### src/rtl/sync_fifo.sv
// Synchronous FIFO with registered count/flags and a one-cycle read latency.
// Flush clears pointers and count and overrides any same-cycle read or write.
module sync_fifo #(
  parameter int DATA_W = 8,
  parameter int DEPTH  = 32,
  localparam int AW    = $clog2(DEPTH),
  localparam int CW    = $clog2(DEPTH + 1)
)(
  input  logic              clk,
  input  logic              rst,
  input  logic              flush,
  input  logic              wr_en,
  input  logic [DATA_W-1:0] din,
  output logic              full,
  input  logic              rd_en,
  output logic [DATA_W-1:0] dout,
  output logic              empty,
  output logic [CW-1:0]     count
);
  logic [DATA_W-1:0] r_mem [DEPTH];
  logic [AW-1:0]     r_wp, r_rp;
  logic [CW-1:0]     r_count, w_cnt_nxt;
  logic              r_full, r_empty;
  logic [DATA_W-1:0] r_dout;
  logic              w_wr, w_rd;

  // Full/empty gate each side on its own, so a write to a full FIFO is
  // dropped even when a read is accepted in the same cycle.
  assign w_wr = wr_en && !r_full  && !flush;
  assign w_rd = rd_en && !r_empty && !flush;

  always_comb begin
    w_cnt_nxt = r_count;
    case ({w_wr, w_rd})
      2'b10:   w_cnt_nxt = r_count + CW'(1);
      2'b01:   w_cnt_nxt = r_count - CW'(1);
      default: w_cnt_nxt = r_count;
    endcase
  end

  always_ff @(posedge clk) begin
    if (w_wr) r_mem[r_wp] <= din;
  end

  always_ff @(posedge clk or posedge rst) begin
    if (rst) begin
      r_wp    <= '0;
      r_rp    <= '0;
      r_count <= '0;
      r_full  <= 1'b0;
      r_empty <= 1'b1;
      r_dout  <= '0;
    end else if (flush) begin
      r_wp    <= '0;
      r_rp    <= '0;
      r_count <= '0;
      r_full  <= 1'b0;
      r_empty <= 1'b1;
    end else begin
      if (w_wr) r_wp <= r_wp + AW'(1);
      if (w_rd) begin
        r_dout <= r_mem[r_rp];
        r_rp   <= r_rp + AW'(1);
      end
      r_count <= w_cnt_nxt;
      r_full  <= (w_cnt_nxt == CW'(DEPTH));
      r_empty <= (w_cnt_nxt == '0);
    end
  end

  assign full  = r_full;
  assign empty = r_empty;
  assign count = r_count;
  assign dout  = r_dout;
endmodule

### src/rtl/uart_fifo_bridge.sv
// Buffering bridge between the UART ready/valid ports and a FIFO-style client:
// RX/TX FIFOs, TX drain FSM, RX overflow policy with drop counter, loopback.
module uart_fifo_bridge #(
  parameter int DATA_W          = 8,
  parameter int RX_DEPTH        = 32,
  parameter int TX_DEPTH        = 32,
  parameter int TX_AFULL        = 28,
  parameter int RX_DROP_ON_FULL = 0,
  parameter int DROP_W          = 16
)(
  input  logic                          clk,
  input  logic                          rst,
  input  logic [DATA_W-1:0]             uart_rx_data,
  input  logic                          uart_rx_valid,
  output logic                          uart_rx_ready,
  output logic [DATA_W-1:0]             uart_tx_data,
  output logic                          uart_tx_valid,
  input  logic                          uart_tx_ready,
  output logic [DATA_W-1:0]             rx_dout,
  input  logic                          rx_rd_en,
  output logic                          rx_empty,
  output logic [$clog2(RX_DEPTH+1)-1:0] rx_count,
  input  logic [DATA_W-1:0]             tx_din,
  input  logic                          tx_wr_en,
  output logic                          tx_full,
  output logic                          tx_almost_full,
  output logic [$clog2(TX_DEPTH+1)-1:0] tx_count,
  input  logic                          rx_flush,
  input  logic                          tx_flush,
  input  logic                          loopback,
  output logic [DROP_W-1:0]             drop_count
);
  localparam int TXC_W = $clog2(TX_DEPTH + 1);

  typedef enum logic [1:0] {S_IDLE, S_FETCH, S_PRESENT} tx_state_t;

  tx_state_t         r_state;
  logic [DATA_W-1:0] r_tx_data;
  logic              r_tx_valid;
  logic [DROP_W-1:0] r_drop;

  logic              w_rx_full, w_rx_ready, w_rx_wr;
  logic              w_tx_empty, w_tx_wr, w_tx_rd, w_drop;
  logic [DATA_W-1:0] w_tx_din, w_tx_dout;

  // In loopback the UART byte targets the TX FIFO, so TX fullness throttles it.
  assign w_rx_ready = loopback ? !tx_full
                    : ((RX_DROP_ON_FULL != 0) ? 1'b1 : !w_rx_full);
  assign w_rx_wr    = !loopback && uart_rx_valid && w_rx_ready;
  assign w_drop     = (RX_DROP_ON_FULL != 0) && !loopback && uart_rx_valid && w_rx_full;

  assign w_tx_wr    = loopback ? (uart_rx_valid && w_rx_ready) : tx_wr_en;
  assign w_tx_din   = loopback ? uart_rx_data : tx_din;

  // Drain reads are pulsed from IDLE, or back-to-back on a PRESENT handshake.
  assign w_tx_rd = !tx_flush && !w_tx_empty &&
                   ((r_state == S_IDLE) || (r_state == S_PRESENT && uart_tx_ready));

  sync_fifo #(.DATA_W(DATA_W), .DEPTH(RX_DEPTH)) u_rx_fifo (
    .clk   (clk),
    .rst   (rst),
    .flush (rx_flush),
    .wr_en (w_rx_wr),
    .din   (uart_rx_data),
    .full  (w_rx_full),
    .rd_en (rx_rd_en),
    .dout  (rx_dout),
    .empty (rx_empty),
    .count (rx_count)
  );

  sync_fifo #(.DATA_W(DATA_W), .DEPTH(TX_DEPTH)) u_tx_fifo (
    .clk   (clk),
    .rst   (rst),
    .flush (tx_flush),
    .wr_en (w_tx_wr),
    .din   (w_tx_din),
    .full  (tx_full),
    .rd_en (w_tx_rd),
    .dout  (w_tx_dout),
    .empty (w_tx_empty),
    .count (tx_count)
  );

  always_ff @(posedge clk or posedge rst) begin
    if (rst) begin
      r_state    <= S_IDLE;
      r_tx_valid <= 1'b0;
      r_tx_data  <= '0;
    end else if (tx_flush) begin
      r_state    <= S_IDLE;
      r_tx_valid <= 1'b0;
    end else begin
      case (r_state)
        S_IDLE:    if (!w_tx_empty) r_state <= S_FETCH;
        S_FETCH: begin
          r_tx_data  <= w_tx_dout;
          r_tx_valid <= 1'b1;
          r_state    <= S_PRESENT;
        end
        S_PRESENT: if (uart_tx_ready) begin
          r_tx_valid <= 1'b0;
          r_state    <= w_tx_empty ? S_IDLE : S_FETCH;
        end
        default:   r_state <= S_IDLE;
      endcase
    end
  end

  always_ff @(posedge clk or posedge rst) begin
    if (rst)                        r_drop <= '0;
    else if (w_drop && r_drop != '1) r_drop <= r_drop + DROP_W'(1);
  end

  assign uart_rx_ready  = w_rx_ready;
  assign uart_tx_valid  = r_tx_valid;
  assign uart_tx_data   = r_tx_data;
  assign tx_almost_full = (tx_count >= TXC_W'(TX_AFULL));
  assign drop_count     = r_drop;
endmodule

### config.mk
export PLATFORM = sky130hd
export DESIGN_NAME = uart_fifo_bridge
export DESIGN_NICKNAME = d
export VERILOG_FILES = /design/src/rtl/sync_fifo.sv /design/src/rtl/uart_fifo_bridge.sv
export SDC_FILE = /design/constraint.sdc
export NUM_CORES = 1
export LEC_CHECK = 0
export ABC_AREA = 1
export BUFFER_PORTS_ARGS = -buffer_cell sky130_fd_sc_hd__buf_2
export CORE_ASPECT_RATIO = 0.9
export CORE_MARGIN = 4
export CORE_UTILIZATION = 62
export CTS_CLUSTER_DIAMETER = 60
export DETAILED_ROUTE_END_ITERATION = 10
export PLACE_DENSITY = 0.86
export REMOVE_ABC_BUFFERS = 1
export SYNTH_ARGS = -nofsm -noshare
export SYNTH_HDL_FRONTEND = slang
export SYNTH_SLANG_ARGS = --single-unit
### constraint.sdc
create_clock -name clk -period 3.6 [get_ports clk]
set_clock_uncertainty 0.2 [all_clocks]
set_input_delay 0.9 -clock clk [delete_from_list [all_inputs] [get_ports clk]]
set_output_delay 0.9 -clock clk [all_outputs]
set_load 0.005 [all_outputs]
==> impl_metrics.ini <==
[sta]
fin_tns_setup_ns = 0
min_period_over_period_pct = 82.41
setup_viol = 0
worst_pin_slew_ns = 1.208
rsz0062_at_grt = no
hold_slack_ns = 0.1678
max_slew_margin_pct = 18.94
hold_viol = 0
drv_slew = 0
fmax_mhz = 337.1
fin_crit_ns = 2.967

[cts]
cts_tree = built
cts_hold_buf = 0
cts_setup_buffers = 0
clock_latency_ns = 0.63
cts_buffers = 55
cts-root-buf = clkbuf_16
htreeDepth = 2
post_cts_resized = 0
cts_max_path_buffers = 3
clk_pin_slew_ns = 0.06
cts.sinks = 575

[floorplanning]
die-area_sq_um = 42570
dieWidth_microns = 217.1
rows = 68
start_util_pct = 63.13
chipHeight_microns = 196.1
core-area_sq_um = 38630
ioPinCount = 74

[power]
ir_drop_mv = 0.5144
power_density_nw_per_um2 = 633.5
p_leak_uw = 0.01037

[yosys]
synthesis.area_sq_um = 24390
seq_area_frac_synth_pct = 69.52
syn_avg_cell_area_sq_um = 11.07
ys_seq_elements = 575
yosysWarnings = 0
synthDistinctLibCells = 39
syn_inst = 2203

[critical_path]
crit_path_frequent_cell = nor2_1
critPathSlowestCell = fa_1
crit_type = in2reg
start_kind = primary input
worstPathMaxFanout = 11
crit_required_ns = 3.94
arrival_ns = 3.31
endpoint_kind = register
crit_chain = buf_2 > clkinv_1 > o21ai_2 > nor2_4 > inv_1 > ha_1 > fa_1 > or2_2 > o21ai_0 > nand2_1 > nor2_1 > nand3_1 > nor2_1 > nor2_1 > nor2_1
max_stage_delay_ns = 0.43

[drt]
vias = 17170
drt-initial-drc-count = 2247
antenna_left = 0
viasPerCell = 6.063
drt_wl_total_mm = 57.39
routedWlPerCell_microns = 20.27
first_pass_iters = 8
drc = 0

[placement]
hpwl_mm = 34.82
place_area_sq_um = 25180
place_congestion = 0.9184
io_buffers = 57

[global_route]
use_met1_pct = 38.24
global_route.usage.total_pct = 27.10
grt_pass1_vias = 16700
busiest_layer = met2
gr-total-overflow = 0
met3_usage_pct = 5.467
antenna_found_initial = 1
grt_pass1_wl_mm = 90.70
groute.layer.met2.usage_pct = 42.97
grt_max_degree = 134

[finish]
layout.cells.most_common = nand2_1
layout_common_cells = 750 x nand2_1, 512 x edfxtp_1, 468 x nand3_1
fillers = 2479
syn_to_final_growth_pct = 10.41
fin_area_sq_um = 26920
layout-drive-gt1-share_pct = 9.974
antennaDiodeCount = 0
nets = 2308

[flow_run]
drv_cap = 0

[min_path]
hold_class = in2async

[outcome]
outcome = complete, no violations
worst max-delay path: cells and delay by family:
kind,cells,cell delay (ns)
AND/OR/NAND/NOR,8,0.88
buffers and inverters,3,0.43
AO/OA/AOI/OAI,2,0.44
adder cells (fa/ha/maj),2,0.66
metrics by stage:
step / worst slack (ns) / util (%) / total power [uW] / std cells
6_report: 0.6334 / 69.70 / 17060 / 2831
5_1_grt: 0.4404 / 69.70 / 17780 / 2831
4_1_cts: 0.6399 / 69.70 / 17020 / 2831
3_5_place_dp: 0.06292 / 65.18 / 11460 / 2729
3_3_place_gp: 0.1680 / 65.18 / 11300 / 2729
2_1_floorplan: -1.069 / - / 10160 / 2089
registers in the layout, indices dropped and copies added (netlist names), 6 cells and up:
signal,cells
u_rx_fifo.dout,8
u_tx_fifo.dout,8
u_tx_fifo.r_mem,256
u_rx_fifo.r_mem,256
uart_tx_data,8
u_rx_fifo.count,6
u_tx_fifo.count,6
routing by layer:
metal	vias up	share of wire [%]
met5	-	0.023
met4	2	3.3
met3	166	12
met2	1158	48
met1	8165	37
li1	7674	-
Yosys cell counts:
| cell | count | area, sq um |
|---|---|---|
| nand2_1 | 750 | 2815 |
| edfxtp_1 | 512 | 15370 |
| nand3_1 | 468 | 2342 |
| nor2_1 | 91 | 341.6 |
| buf_2 | 68 | 340.3 |
| inv_1 | 68 | 255.2 |
| dfrtp_1 | 61 | 1526 |
| buf_4 | 30 | 225.2 |
| clkbuf_1 | 22 | 82.58 |
| ha_1 | 20 | 250.2 |
| o21ai_0 | 16 | 80.08 |
| a21oi_1 | 14 | 70.07 |
| nor3_1 | 9 | 45.04 |
| buf_6 | 8 | 90.09 |
| mux2_2 | 8 | 90.09 |
| nand2_2 | 7 | 43.79 |
| or2_2 | 6 | 37.54 |
| clkinv_1 | 5 | 18.77 |
| xor2_1 | 5 | 43.79 |
| nand4_1 | 4 | 25.02 |
| o22ai_1 | 4 | 25.02 |
| xnor2_1 | 3 | 26.28 |
| dfstp_2 | 2 | 52.55 |
| fa_1 | 2 | 40.04 |
| nand3b_1 | 2 | 15.01 |
| nor2_4 | 2 | 22.52 |
| o211ai_1 | 2 | 15.01 |
| o21ai_1 | 2 | 10.01 |
| or2_1 | 2 | 12.51 |
| a22oi_1 | 1 | 7.510 |
| buf_1 | 1 | 3.750 |
| conb_1 | 1 | 3.750 |
| inv_2 | 1 | 3.750 |
| inv_4 | 1 | 6.260 |
| nor3b_1 | 1 | 7.510 |
| nor4_2 | 1 | 12.51 |
| o21ai_2 | 1 | 8.760 |
| o21bai_1 | 1 | 7.510 |
| o31ai_1 | 1 | 7.510 |
logic make-up after synthesis:
family | after synthesis | share of synthesized area (%)
buffers and inverters | 204 | 4.207
multiplexers | 8 | 0.3694
adder cells (fa/ha/maj) | 22 | 1.190
AO/OA/AOI/OAI | 42 | 0.9492
other | 1 | 0.01538
flip-flops | 575 | 69.52
XOR/XNOR | 8 | 0.2873
AND/OR/NAND/NOR | 1343 | 23.46
layout make-up:
| class | count | area (sq um) | area share (%) |
|---|---|---|---|
| multi-input cells | 1439 | 6462 | 24.00 |
| well taps | 525 | 656.9 | 2.440 |
| flip-flops and latches | 575 | 16960 | 63.00 |
| repair buffers | 115 | 808.3 | 3.002 |
| clock inverters | 34 | 322.8 | 1.199 |
| clock buffers | 68 | 1425 | 5.293 |
| inverters | 75 | 285.3 | 1.060 |
power breakdown:
group | internal, uW | total, uW | switching [uW]
clock network | 3120 | 5620 | 2500
logic | 1120 | 3710 | 2590
registers | 7540 | 7730 | 196
total | 11800 | 17100 | 5280
path summary, 6_finish.rpt:
kind,depth (start not counted),startpoint,slack (ns),to
max,15,loopback,0.63,u_tx_fifo.empty$_DFF_PP1_
min,2,rst,0.17,u_rx_fifo.r_rp[3]$_DFFE_PP0P_
max reg2reg,14,u_tx_fifo.full$_DFF_PP0_,0.82,u_tx_fifo.empty$_DFF_PP1_
min reg2reg,2,u_rx_fifo.dout[3]$_DFFE_PP0P_,0.28,u_rx_fifo.dout[3]$_DFFE_PP0P_
max in group asynchronous,3,rst,2.34,u_tx_fifo.empty$_DFF_PP1_
min in group clk,2,u_rx_fifo.dout[3]$_DFFE_PP0P_,0.28,u_rx_fifo.dout[3]$_DFFE_PP0P_
Power figures use the tool's default switching activity.
